--- config.mk ---
export PLATFORM = sky130hd
export DESIGN_NAME = craft_round_ctrl_flat
export DESIGN_NICKNAME = d
export VERILOG_FILES = /design/src/rtl/craft_pkg.sv /design/src/rtl/craft_round_ctrl_if.sv /design/src/rtl/craft_ctrl_decode.sv /design/src/rtl/craft_round_ctrl.sv /design/src/flat_wrapper.sv
export SDC_FILE = /design/constraint.sdc
export NUM_CORES = 1
export LEC_CHECK = 0
export CORE_MARGIN = 8
export CORE_UTILIZATION = 36
export DETAILED_ROUTE_END_ITERATION = 8
export PLACE_DENSITY = 0.6
export RECOVER_POWER = 100
export SLEW_MARGIN = 20
export SYNTH_ARGS = -nofsm -noshare
export SYNTH_HDL_FRONTEND = slang
export SYNTH_SLANG_ARGS = --single-unit
--- constraint.sdc ---
create_clock -name clk -period 2.9 [get_ports clk]
set_clock_uncertainty 0.2 [all_clocks]
set_input_delay 0.435 -clock clk [delete_from_list [all_inputs] [get_ports clk]]
set_output_delay 0.435 -clock clk [all_outputs]
set_load 0.01 [all_outputs]
--- src/rtl/craft_pkg.sv ---
// Shared types and constants for the CRAFT round controller.
// Latency: none (declarations only).
// Backpressure: none (declarations only).
package craft_pkg;

    localparam int MIX_CYCLES         = 4;
    localparam int SUB_CYCLES         = 4;
    localparam int GROUPS             = 4;
    localparam int KEY_CYCLES         = 1;
    localparam int PERMUT_CYCLES      = 1;
    localparam int DEFAULT_NUM_ROUNDS = 32;

    typedef enum logic [2:0] {
        IDLE   = 3'd0,
        LOAD   = 3'd1,
        KEY    = 3'd2,
        MIX    = 3'd3,
        SUB    = 3'd4,
        PERMUT = 3'd5,
        DONE   = 3'd6
    } state_t;

    // Datapath control word decoded from the controller state.
    typedef struct packed {
        logic busy;
        logic done;
        logic ce_sr;
        logic cs1;
        logic cs0;
        logic ce_kr;
        logic ck0;
        logic cm1;
        logic cm0;
    } ctrl_t;

endpackage

--- src/rtl/craft_round_ctrl_if.sv ---
// Host/datapath control bundle of the CRAFT round controller.
// Latency: none (wires only).
// Backpressure: start is only taken in IDLE, ack only in DONE.
interface craft_round_ctrl_if;

    logic       start;
    logic       ack;
    logic       busy;
    logic       done;
    logic       ce_sr;
    logic       CS0;
    logic       CS1;
    logic       ce_kr;
    logic       CK0;
    logic       CM0;
    logic       CM1;
    logic [7:0] r;
    logic [1:0] tk_sel;

    // Host side: issues start/ack, observes status and controls.
    modport master (
        output start, ack,
        input  busy, done, ce_sr, CS0, CS1, ce_kr, CK0, CM0, CM1, r, tk_sel
    );

    // Controller side.
    modport slave (
        input  start, ack,
        output busy, done, ce_sr, CS0, CS1, ce_kr, CK0, CM0, CM1, r, tk_sel
    );

endinterface

--- src/rtl/craft_ctrl_decode.sv ---
// Moore decode of controller state into datapath enables and selects.
// Latency: purely combinational, valid in the same cycle as the state.
// Backpressure: none.
module craft_ctrl_decode
    import craft_pkg::*;
(
    input  state_t state,
    output ctrl_t  ctrl
);

    // Every field defaults to 0 so unlisted selects stay parked low.
    always_comb begin
        ctrl = '0;
        case (state)
            LOAD: begin
                ctrl.busy  = 1'b1;
                ctrl.ce_sr = 1'b1;
                ctrl.cs0   = 1'b1;
            end
            KEY: begin
                ctrl.busy  = 1'b1;
                ctrl.ce_kr = 1'b1;
                ctrl.ck0   = 1'b1;
            end
            MIX: begin
                ctrl.busy  = 1'b1;
                ctrl.ce_sr = 1'b1;
                ctrl.cm1   = 1'b1;
                ctrl.cm0   = 1'b1;
            end
            SUB: begin
                ctrl.busy  = 1'b1;
                ctrl.ce_sr = 1'b1;
                ctrl.cs1   = 1'b1;
                ctrl.cs0   = 1'b1;
                ctrl.ce_kr = 1'b1;
                ctrl.cm1   = 1'b1;
                ctrl.cm0   = 1'b1;
            end
            PERMUT: begin
                ctrl.busy  = 1'b1;
                ctrl.ce_sr = 1'b1;
                ctrl.cs1   = 1'b1;
            end
            DONE: begin
                ctrl.done  = 1'b1;
            end
            default: ctrl = '0;
        endcase
    end

endmodule

--- src/rtl/craft_round_ctrl.sv ---
// CRAFT round sequencer: LOAD, then per round KEY, 4x{MIX,SUB}, PERMUT (last round skips PERMUT).
// Latency: 1+(NUM_ROUNDS-1)*34+33 cycles from LOAD to DONE.
// Backpressure: start ignored unless IDLE; DONE held until ack.
module craft_round_ctrl
    import craft_pkg::*;
#(
    parameter int NUM_ROUNDS = DEFAULT_NUM_ROUNDS
) (
    input  logic              clk,
    input  logic              rst_n,
    craft_round_ctrl_if.slave bus
);

    localparam logic [7:0] LAST_R    = 8'(NUM_ROUNDS - 1);
    localparam logic [1:0] KEY_LAST  = 2'(KEY_CYCLES - 1);
    localparam logic [1:0] MIX_LAST  = 2'(MIX_CYCLES - 1);
    localparam logic [1:0] SUB_LAST  = 2'(SUB_CYCLES - 1);
    localparam logic [1:0] PERM_LAST = 2'(PERMUT_CYCLES - 1);
    localparam logic [1:0] GRP_LAST  = 2'(GROUPS - 1);

    state_t     state_q, state_d;
    logic [1:0] cnt_q, cnt_d;
    logic [1:0] grp_q, grp_d;
    logic [7:0] r_q, r_d;
    ctrl_t      ctrl;

    // State and counter registers with synchronous active-low reset.
    always_ff @(posedge clk) begin
        if (!rst_n) begin
            state_q <= IDLE;
            cnt_q   <= '0;
            grp_q   <= '0;
            r_q     <= '0;
        end else begin
            state_q <= state_d;
            cnt_q   <= cnt_d;
            grp_q   <= grp_d;
            r_q     <= r_d;
        end
    end

    // Next-state and counter update; cnt is always 0 on entry to every phase.
    always_comb begin
        state_d = state_q;
        cnt_d   = cnt_q;
        grp_d   = grp_q;
        r_d     = r_q;
        case (state_q)
            IDLE: begin
                if (bus.start) begin
                    state_d = LOAD;
                    cnt_d   = '0;
                    grp_d   = '0;
                    r_d     = '0;
                end
            end
            LOAD: begin
                state_d = KEY;
                cnt_d   = '0;
            end
            KEY: begin
                if (cnt_q == KEY_LAST) begin
                    state_d = MIX;
                    cnt_d   = '0;
                end else begin
                    cnt_d = cnt_q + 2'd1;
                end
            end
            MIX: begin
                if (cnt_q == MIX_LAST) begin
                    state_d = SUB;
                    cnt_d   = '0;
                end else begin
                    cnt_d = cnt_q + 2'd1;
                end
            end
            SUB: begin
                if (cnt_q == SUB_LAST) begin
                    cnt_d = '0;
                    if (grp_q != GRP_LAST) begin
                        state_d = MIX;
                        grp_d   = grp_q + 2'd1;
                    end else begin
                        grp_d   = '0;
                        state_d = (r_q == LAST_R) ? DONE : PERMUT;
                    end
                end else begin
                    cnt_d = cnt_q + 2'd1;
                end
            end
            PERMUT: begin
                if (cnt_q == PERM_LAST) begin
                    state_d = KEY;
                    cnt_d   = '0;
                    // Saturate so the round index can never pass the last round.
                    r_d     = (r_q == LAST_R) ? r_q : r_q + 8'd1;
                end else begin
                    cnt_d = cnt_q + 2'd1;
                end
            end
            DONE: begin
                if (bus.ack) begin
                    state_d = IDLE;
                end
            end
            default: begin
                state_d = IDLE;
                cnt_d   = '0;
                grp_d   = '0;
                r_d     = '0;
            end
        endcase
    end

    craft_ctrl_decode u_decode (
        .state (state_q),
        .ctrl  (ctrl)
    );

    assign bus.busy   = ctrl.busy;
    assign bus.done   = ctrl.done;
    assign bus.ce_sr  = ctrl.ce_sr;
    assign bus.CS1    = ctrl.cs1;
    assign bus.CS0    = ctrl.cs0;
    assign bus.ce_kr  = ctrl.ce_kr;
    assign bus.CK0    = ctrl.ck0;
    assign bus.CM1    = ctrl.cm1;
    assign bus.CM0    = ctrl.cm0;
    assign bus.r      = r_q;
    assign bus.tk_sel = r_q[1:0];

endmodule

--- src/flat_wrapper.sv ---
// flat-port wrapper written by rule: the top's interface ports become plain ports
module craft_round_ctrl_flat import craft_pkg::*;
#(
    parameter int NUM_ROUNDS = DEFAULT_NUM_ROUNDS
)
  (clk, rst_n, bus_start, bus_ack, bus_busy, bus_done, bus_ce_sr, bus_CS0, bus_CS1, bus_ce_kr, bus_CK0, bus_CM0, bus_CM1, bus_r, bus_tk_sel);
  craft_round_ctrl_if bus_i ();
  input  logic clk;
  input  logic rst_n;
  input wire logic [$bits(bus_i.start)-1:0] bus_start;
  input wire logic [$bits(bus_i.ack)-1:0] bus_ack;
  output wire logic [$bits(bus_i.busy)-1:0] bus_busy;
  output wire logic [$bits(bus_i.done)-1:0] bus_done;
  output wire logic [$bits(bus_i.ce_sr)-1:0] bus_ce_sr;
  output wire logic [$bits(bus_i.CS0)-1:0] bus_CS0;
  output wire logic [$bits(bus_i.CS1)-1:0] bus_CS1;
  output wire logic [$bits(bus_i.ce_kr)-1:0] bus_ce_kr;
  output wire logic [$bits(bus_i.CK0)-1:0] bus_CK0;
  output wire logic [$bits(bus_i.CM0)-1:0] bus_CM0;
  output wire logic [$bits(bus_i.CM1)-1:0] bus_CM1;
  output wire logic [$bits(bus_i.r)-1:0] bus_r;
  output wire logic [$bits(bus_i.tk_sel)-1:0] bus_tk_sel;
  assign bus_i.start = bus_start;
  assign bus_i.ack = bus_ack;
  assign bus_busy = bus_i.busy;
  assign bus_done = bus_i.done;
  assign bus_ce_sr = bus_i.ce_sr;
  assign bus_CS0 = bus_i.CS0;
  assign bus_CS1 = bus_i.CS1;
  assign bus_ce_kr = bus_i.ce_kr;
  assign bus_CK0 = bus_i.CK0;
  assign bus_CM0 = bus_i.CM0;
  assign bus_CM1 = bus_i.CM1;
  assign bus_r = bus_i.r;
  assign bus_tk_sel = bus_i.tk_sel;
  craft_round_ctrl #(.NUM_ROUNDS(NUM_ROUNDS)) u_core (.clk(clk), .rst_n(rst_n), .bus(bus_i));
endmodule
==> summary.md, run 1 <==
| Metric | Value |
|---|---|
| Root Buffer | clkbuf_4 |
| Switching share of power | 39.76% |
| ANT cells | 0 |
| Drt drc | 0 |
| Port buffer count | 22 |
| Die Ht | 69.97 um |
| Initial Utilization | 38.02% |
| Sequential power share | 42.6% |
| CP Launch Type | register |
| Vias in the first global route | 926 |
| Synth Cell Area | 1049 um^2 |
| Top cells by count, synth | dfxtp_1 (15), a21oi_1 (14), o21ai_0 (12) |
| Combined area of the multi-input logic cells | 648.1 um^2 |
| Post-DP HPWL | 1897 um |
| Filler cells | 275 |
| Clock buffer count from CTS | 3 |
| Hold Crit Class | reg -> reg |
| Synth cell types | 41 |
| Clock latency at the later pin of the worst-skew pair | 0.28 ns |
| Num ports | 23 |
| FFs w/ async S/R, synth | 0% |
| Area fraction of the dominant cell type after synthesis | 28.64% |
| FF-to-FF setup slack | 0.41 ns |
| Worst hold start | u_core.grp_q[0] |
| P per Cell Area | 531.8 nW/um^2 |
| Final Hold Vio Count | 0 |
| CP Max Fanout | 19 |
| Storage element area | 300.3 um^2 |
| Cell count after synthesis | 135 |
| Die width | 69.97 um |
| P_sw | 0.2680 mW |
| Grt total ovfl | 0 |
| Min Tclk post-route | 2.701 ns |
| Warnings from Yosys | 0 |
| Pwr Total | 0.6741 mW |
| Outcome | completed |
| RSZ-0062 raised after global routing | no |
| Final wirelength | 2580 um |
| Clock share of power | 18.1% |
| Synth Register Bits | 15 |
| Most used DFF post-synth | dfxtp_1 |
| Peak VDD IR | 0.3572 mV |
| Relative slew slack | 40.38% |
| H-tree levels | 1 |
| Arrival time worst endpoint | 2.07 ns |
| CP Launch Point | u_core.state_q[0] |
| CP required | 2.27 ns |
| # Post-CTS Setup Buffers | 0 |
| Largest net degree at the start of global routing | 24 |
| Synth area leaders | dfxtp_1 (29%), a21oi_1 (6.7%), ha_1 (6.0%) |
| GR Util All Layers | 10.24% |
| Area leader, netlist | dfxtp_1 |
| Hold_ws | 0.2841 ns |
| Via count | 1,061 |
| # Max-Cap Violations | 0 |
| Die area | 4895 um^2 |
| DRT Pass-1 Iters | 4 |
| Endpoints failing setup | 0 |
| Post-Syn Nets | 144 |
| F_max | 370.2 MHz |
| Hold_buf cts | 0 |
| Clk buf depth | 2 |
| Layout area overhead | 20.88% |
| Combinational Power Share | 39.3% |
| WL/cell | 14.10 um |
| Crit end category | primary output |
| Gpl congestion | 0.8744 |
| Layout cells sized above 1 | 3.289% |
| Reg2Reg Launch Point | u_core.state_q[2] |
| First-pass GRT wire length | 4347 um |
| Initial antenna violation count | 0 |
| Number of synthesized flops with an enable pin | 0 |
| DR iter-0 viols | 66 |
| Period Utilization, post-route | 93.15% |
| CTS resizes | 0 |
| Worst Tran Pin Value | 0.8916 ns |
| CTS tree | yes |
| Most common cell in the synthesized netlist | dfxtp_1 |
| Critical path class | reg -> out |
| Internal power | 0.4061 mW |
| Row count | 19 |
| Clk sinks | 15 |
| Via density | 5.798 |
| Layout Nets | 162 |
| Final ANT Viol Nets | 0 |
| Core ar. | 2758 um^2 |
| Leakage | 0.4831 nW |
| Total negative slack | 0 ns |
| Reg clk slew, reported paths | 0.09 ns |
| Sequential-to-total area share from yosys stat | 28.64% |
| Avg Cell Area, Syn | 7.767 um^2 |
| Slew Limit Fails | 0 |
==> layout by cell type, fill, tap and decap left out, types with 2 or more instances in the layout <==
cell	count
nand3_1	9
clkbuf_1	2
o21ai_0	13
a311o_1	2
ha_1	5
nor3_1	2
or4_1	2
nor2_1	6
nand2b_1	2
clkbuf_4	3
nor4bb_1	2
and2_1	2
and3_1	5
dlygate4sd3_1	14
nand2_1	10
dfxtp_1	15
a31oi_1	2
inv_1	8
or3_1	7
clkdlybuf4s50_1	8
a21oi_1	14
==> flip-flops by register name (all words and copies together), names as in the netlist <==
name            cells
u_core.bus.r        8
u_core.cnt_q        2
u_core.state_q      3
u_core.grp_q        2
==> metal layers <==
metal	up-vias	global-route usage [%]	share of wire [%]
met2	30	15.43	44
met1	496	12.78	47
met4	0	2.009	0.70
met5	-	0	0
li1	531	-	-
met3	4	5.085	8.5
==> path summary, 6_finish.rpt <==
path                     endpoint  depth (start not counted)
hold reg to reg   u_core.grp_q[0]                          2
hold / removal    u_core.grp_q[0]                          2
setup reg to reg  u_core.bus.r[3]                          5
setup / recovery          bus_CK0                          3
==> logic make-up after synthesis <==
group	Yosys count	synth area share, %
simple gates	54	30.19
compound gates	41	24.94
buf+inv	18	8.472
flops	15	28.64
mux	1	0.9547
xor+xnor	1	0.8355
fa+ha+maj	5	5.967
==> power by group through the flow <==
stage	logic (mW)	registers, mW	clock network, mW
2_1_floorplan	0.240	0.235	0
3_3_place_gp	0.279	0.290	0
3_5_place_dp	0.277	0.291	0
4_1_cts	0.280	0.286	0.129
5_1_grt	0.294	0.295	0.137
6_report	0.265	0.287	0.122
==> worst max-delay path, cell delays in order (launching register included) <==
cell,delay [ns]
dfxtp_1,0.78
nor2_1,0.20
and2_1,0.21
dlygate4sd3_1,0.60
==> cell type report <==
cell class	count	share of cell area (%)
tap	31	3.060
inverter	8	2.369
clock buffer	4	2.073
timing repair buffer	23	17.67
multi-input combinational	102	51.14
sequential	15	23.69
==> stage by stage <==
step / util (%) / setup WS, ns / instance area (um^2) / std cells
2_1_floorplan: - / 0.8172 / 1049 / 135
3_3_place_gp: 45.55 / 0.5846 / 1256 / 179
3_5_place_dp: 45.55 / 0.5573 / 1256 / 179
5_1_grt: 45.96 / 0.04409 / 1267 / 183
6_report: 45.96 / 0.1986 / 1267 / 183
4_1_cts: 46.51 / 0.2121 / 1282 / 183
Power figures use the tool's default switching activity.
==> run 2, diff against run 1 <==
--- a/config.mk
+++ b/config.mk
@@ -5,11 +5,11 @@
 export SDC_FILE = /design/constraint.sdc
 export NUM_CORES = 1
 export LEC_CHECK = 0
-export CORE_MARGIN = 8
 export CORE_UTILIZATION = 36
 export DETAILED_ROUTE_END_ITERATION = 8
 export PLACE_DENSITY = 0.6
 export RECOVER_POWER = 100
+export REMOVE_ABC_BUFFERS = 1
 export SLEW_MARGIN = 20
 export SYNTH_ARGS = -nofsm -noshare
 export SYNTH_HDL_FRONTEND = slang
==> run 2 against run 1 <==
Compared with the run above:
- clock-buffer cell count unchanged
- power decreased by 1.2%
- highest routed layer unchanged
- largest power group unchanged
- largest cell class unchanged
- non-clock buffer count unchanged
- die area decreased by 36%
==> summary.md, run 2 (synthesis gave the netlist of run 1 again) <==
| Metric | Value |
|---|---|
| Clk buf depth | 2 |
| Gpl congestion | 0.7967 |
| Worst r2r dst | u_core.bus.r[3] |
| Row count | 19 |
| Worst R2R Path Depth | 5 |
| Pwr Total | 0.6659 mW |
| Via count | 1,028 |
| Hold_buf cts | 0 |
| Hold Crit Class | reg -> reg |
| First-pass GRT wire length | 3732 um |
| ANT cells | 0 |
| Via density | 5.617 |
| Min Tclk post-route | 2.692 ns |
| FF-to-FF setup slack | 0.38 ns |
| WL/cell | 12.75 um |
| Reg2Reg Launch Point | u_core.state_q[2] |
| Max reg flops | 8 |
| RSZ-0062 raised after global routing | no |
| P_sw | 0.2597 mW |
| Hold path cells | 2 |
| Relative slew slack | 36.69% |
| Final cell count without fillers | 183 |
| H-tree levels | 1 |
| Post-DP HPWL | 1756 um |
| Most frequent cells in the layout | dlygate4sd3_1 (16), dfxtp_1 (15), a21oi_1 (14), o21ai_0 (13), nand2_1 (10) |
| Clk sinks | 15 |
| Storage element area | 300.3 um^2 |
| Clock buffer count from CTS | 3 |
| Critical path class | reg -> out |
| DP Worst Slack | 0.5571 ns |
| Initial Utilization | 38.02% |
| Final worst setup slack | 0.2082 ns |
| Arrival time worst endpoint | 2.06 ns |
| Port buffer count | 22 |
| Dpl cells | 179 |
| Worst Tran Pin Value | 0.9466 ns |
| Max stage delay on crit path | 0.78 ns |
| CTS resizes | 0 |
| CP Max Fanout | 23 |
| Final wirelength | 2333 um |
| Layout cells sized above 1 | 3.289% |
| F_max | 371.5 MHz |
| Largest net degree at the start of global routing | 24 |
| DRT Pass-1 Iters | 4 |
| Worst Hold Endpoint | u_core.grp_q[0] |
| Leakage | 0.4903 nW |
| Die width | 55.97 um |
| Drt drc | 0 |
| Final ANT Viol Nets | 0 |
| # Max-Cap Violations | 0 |
| Peak VDD IR | 0.3451 mV |
| Num ports | 23 |
| Sequential power share | 42.5% |
| Clock share of power | 17.7% |
| Die Ht | 55.97 um |
| Reg clk slew, reported paths | 0.09 ns |
| Switching share of power | 39.00% |
| CP Launch Point | u_core.state_q[1] |
| Internal power | 0.4062 mW |
| Clock latency at the later pin of the worst-skew pair | 0.29 ns |
| Total negative slack | 0 ns |
| Combined area of the multi-input logic cells | 648.1 um^2 |
| Outcome | completed |
| Vias in the first global route | 801 |
| Combinational Power Share | 39.8% |
| Fin area | 1267 um^2 |
| Crit end category | primary output |
| Die area | 3132 um^2 |
| P per Cell Area | 525.4 nW/um^2 |
| Final Hold Vio Count | 0 |
| Slew Limit Fails | 0 |
| Initial antenna violation count | 0 |
| Period Utilization, post-route | 92.82% |
| Most common cell after layout, fill and taps aside | dlygate4sd3_1 |
| Worst hold start | u_core.grp_q[0] |
| Layout Nets | 162 |
| # Post-CTS Setup Buffers | 0 |
| DR iter-0 viols | 38 |
| GR Util All Layers | 15.25% |
| Grt total ovfl | 0 |
| Core ar. | 2758 um^2 |
| CP Launch Type | register |
| Filler cells | 289 |
| Area after DPL | 1256 um^2 |
| Root Buffer | clkbuf_4 |
| CTS tree | yes |
| CP required | 2.27 ns |
| Layout area overhead | 20.88% |
| CP max-delay cell | dfxtp_1 |
| Endpoints failing setup | 0 |
| Critical path cell sequence | nand2b_1, inv_1, dlygate4sd3_1 |
run 2: cell types whose count changed in the layout (fill, tap and decap cells not counted):
| cell | delta |
|---|---|
| dlygate4sd3_1 | +2 |
| clkdlybuf4s50_1 | -2 |
run 2: layer usage:
layer	track usage (%)	up-vias	share of wire [%]
li1	-	531	-
met1	21.56	467	49
met2	21.60	26	45
met3	5.116	4	5.4
met4	5.226	0	1.0
met5	0	-	0
run 2: worst max path at each step:
stage,to,cells after the start
6_report,bus_CS1,3
5_1_grt,bus_CS1,3
4_1_cts,bus_CM0,3
3_5_place_dp,u_core.bus.r[3],5
3_3_place_gp,bus_CM0,3
2_1_floorplan,u_core.state_q[1],5
run 2: power groups by stage:
stage          registers, mW  logic, mW  clock network, mW
6_report               0.283      0.265              0.118
5_1_grt                0.293      0.292              0.133
4_1_cts                0.283      0.279              0.125
3_5_place_dp           0.288      0.278                  0
3_3_place_gp           0.288      0.275                  0
2_1_floorplan          0.273      0.174                  0
run 2: final cells by class:
class / instances / area share [%]
Multi-Input combinational cell: 102 / 51.14
Sequential cell: 15 / 23.69
Timing Repair Buffer: 23 / 17.67
Tap cell: 31 / 3.060
Inverter: 8 / 2.369
Clock buffer: 4 / 2.073
run 2: stage by stage:
stage          util [%]  hold slack (ns)
2_1_floorplan         -           0.2471
3_3_place_gp      45.55           0.2593
3_5_place_dp      45.55           0.2714
4_1_cts           46.51           0.2840
5_1_grt           45.96           0.3148
6_report          45.96           0.2824
run 2: critical path: cells and delay by family, from the launching register on:
| family | cells | cell delay (ns) |
|---|---|---|
| buf+inv | 2 | 0.68 |
| simple gates | 1 | 0.31 |
| flops | 1 | 0.78 |
==> run 3, diff against run 2 <==
--- a/config.mk
+++ b/config.mk
@@ -7,6 +7,7 @@
 export LEC_CHECK = 0
 export CORE_UTILIZATION = 36
 export DETAILED_ROUTE_END_ITERATION = 8
+export HOLD_SLACK_MARGIN = 0.15
 export PLACE_DENSITY = 0.6
 export RECOVER_POWER = 100
 export REMOVE_ABC_BUFFERS = 1
==> results of run 3 <==
The final DEF is identical to that of run 2; final timing and power are the same.
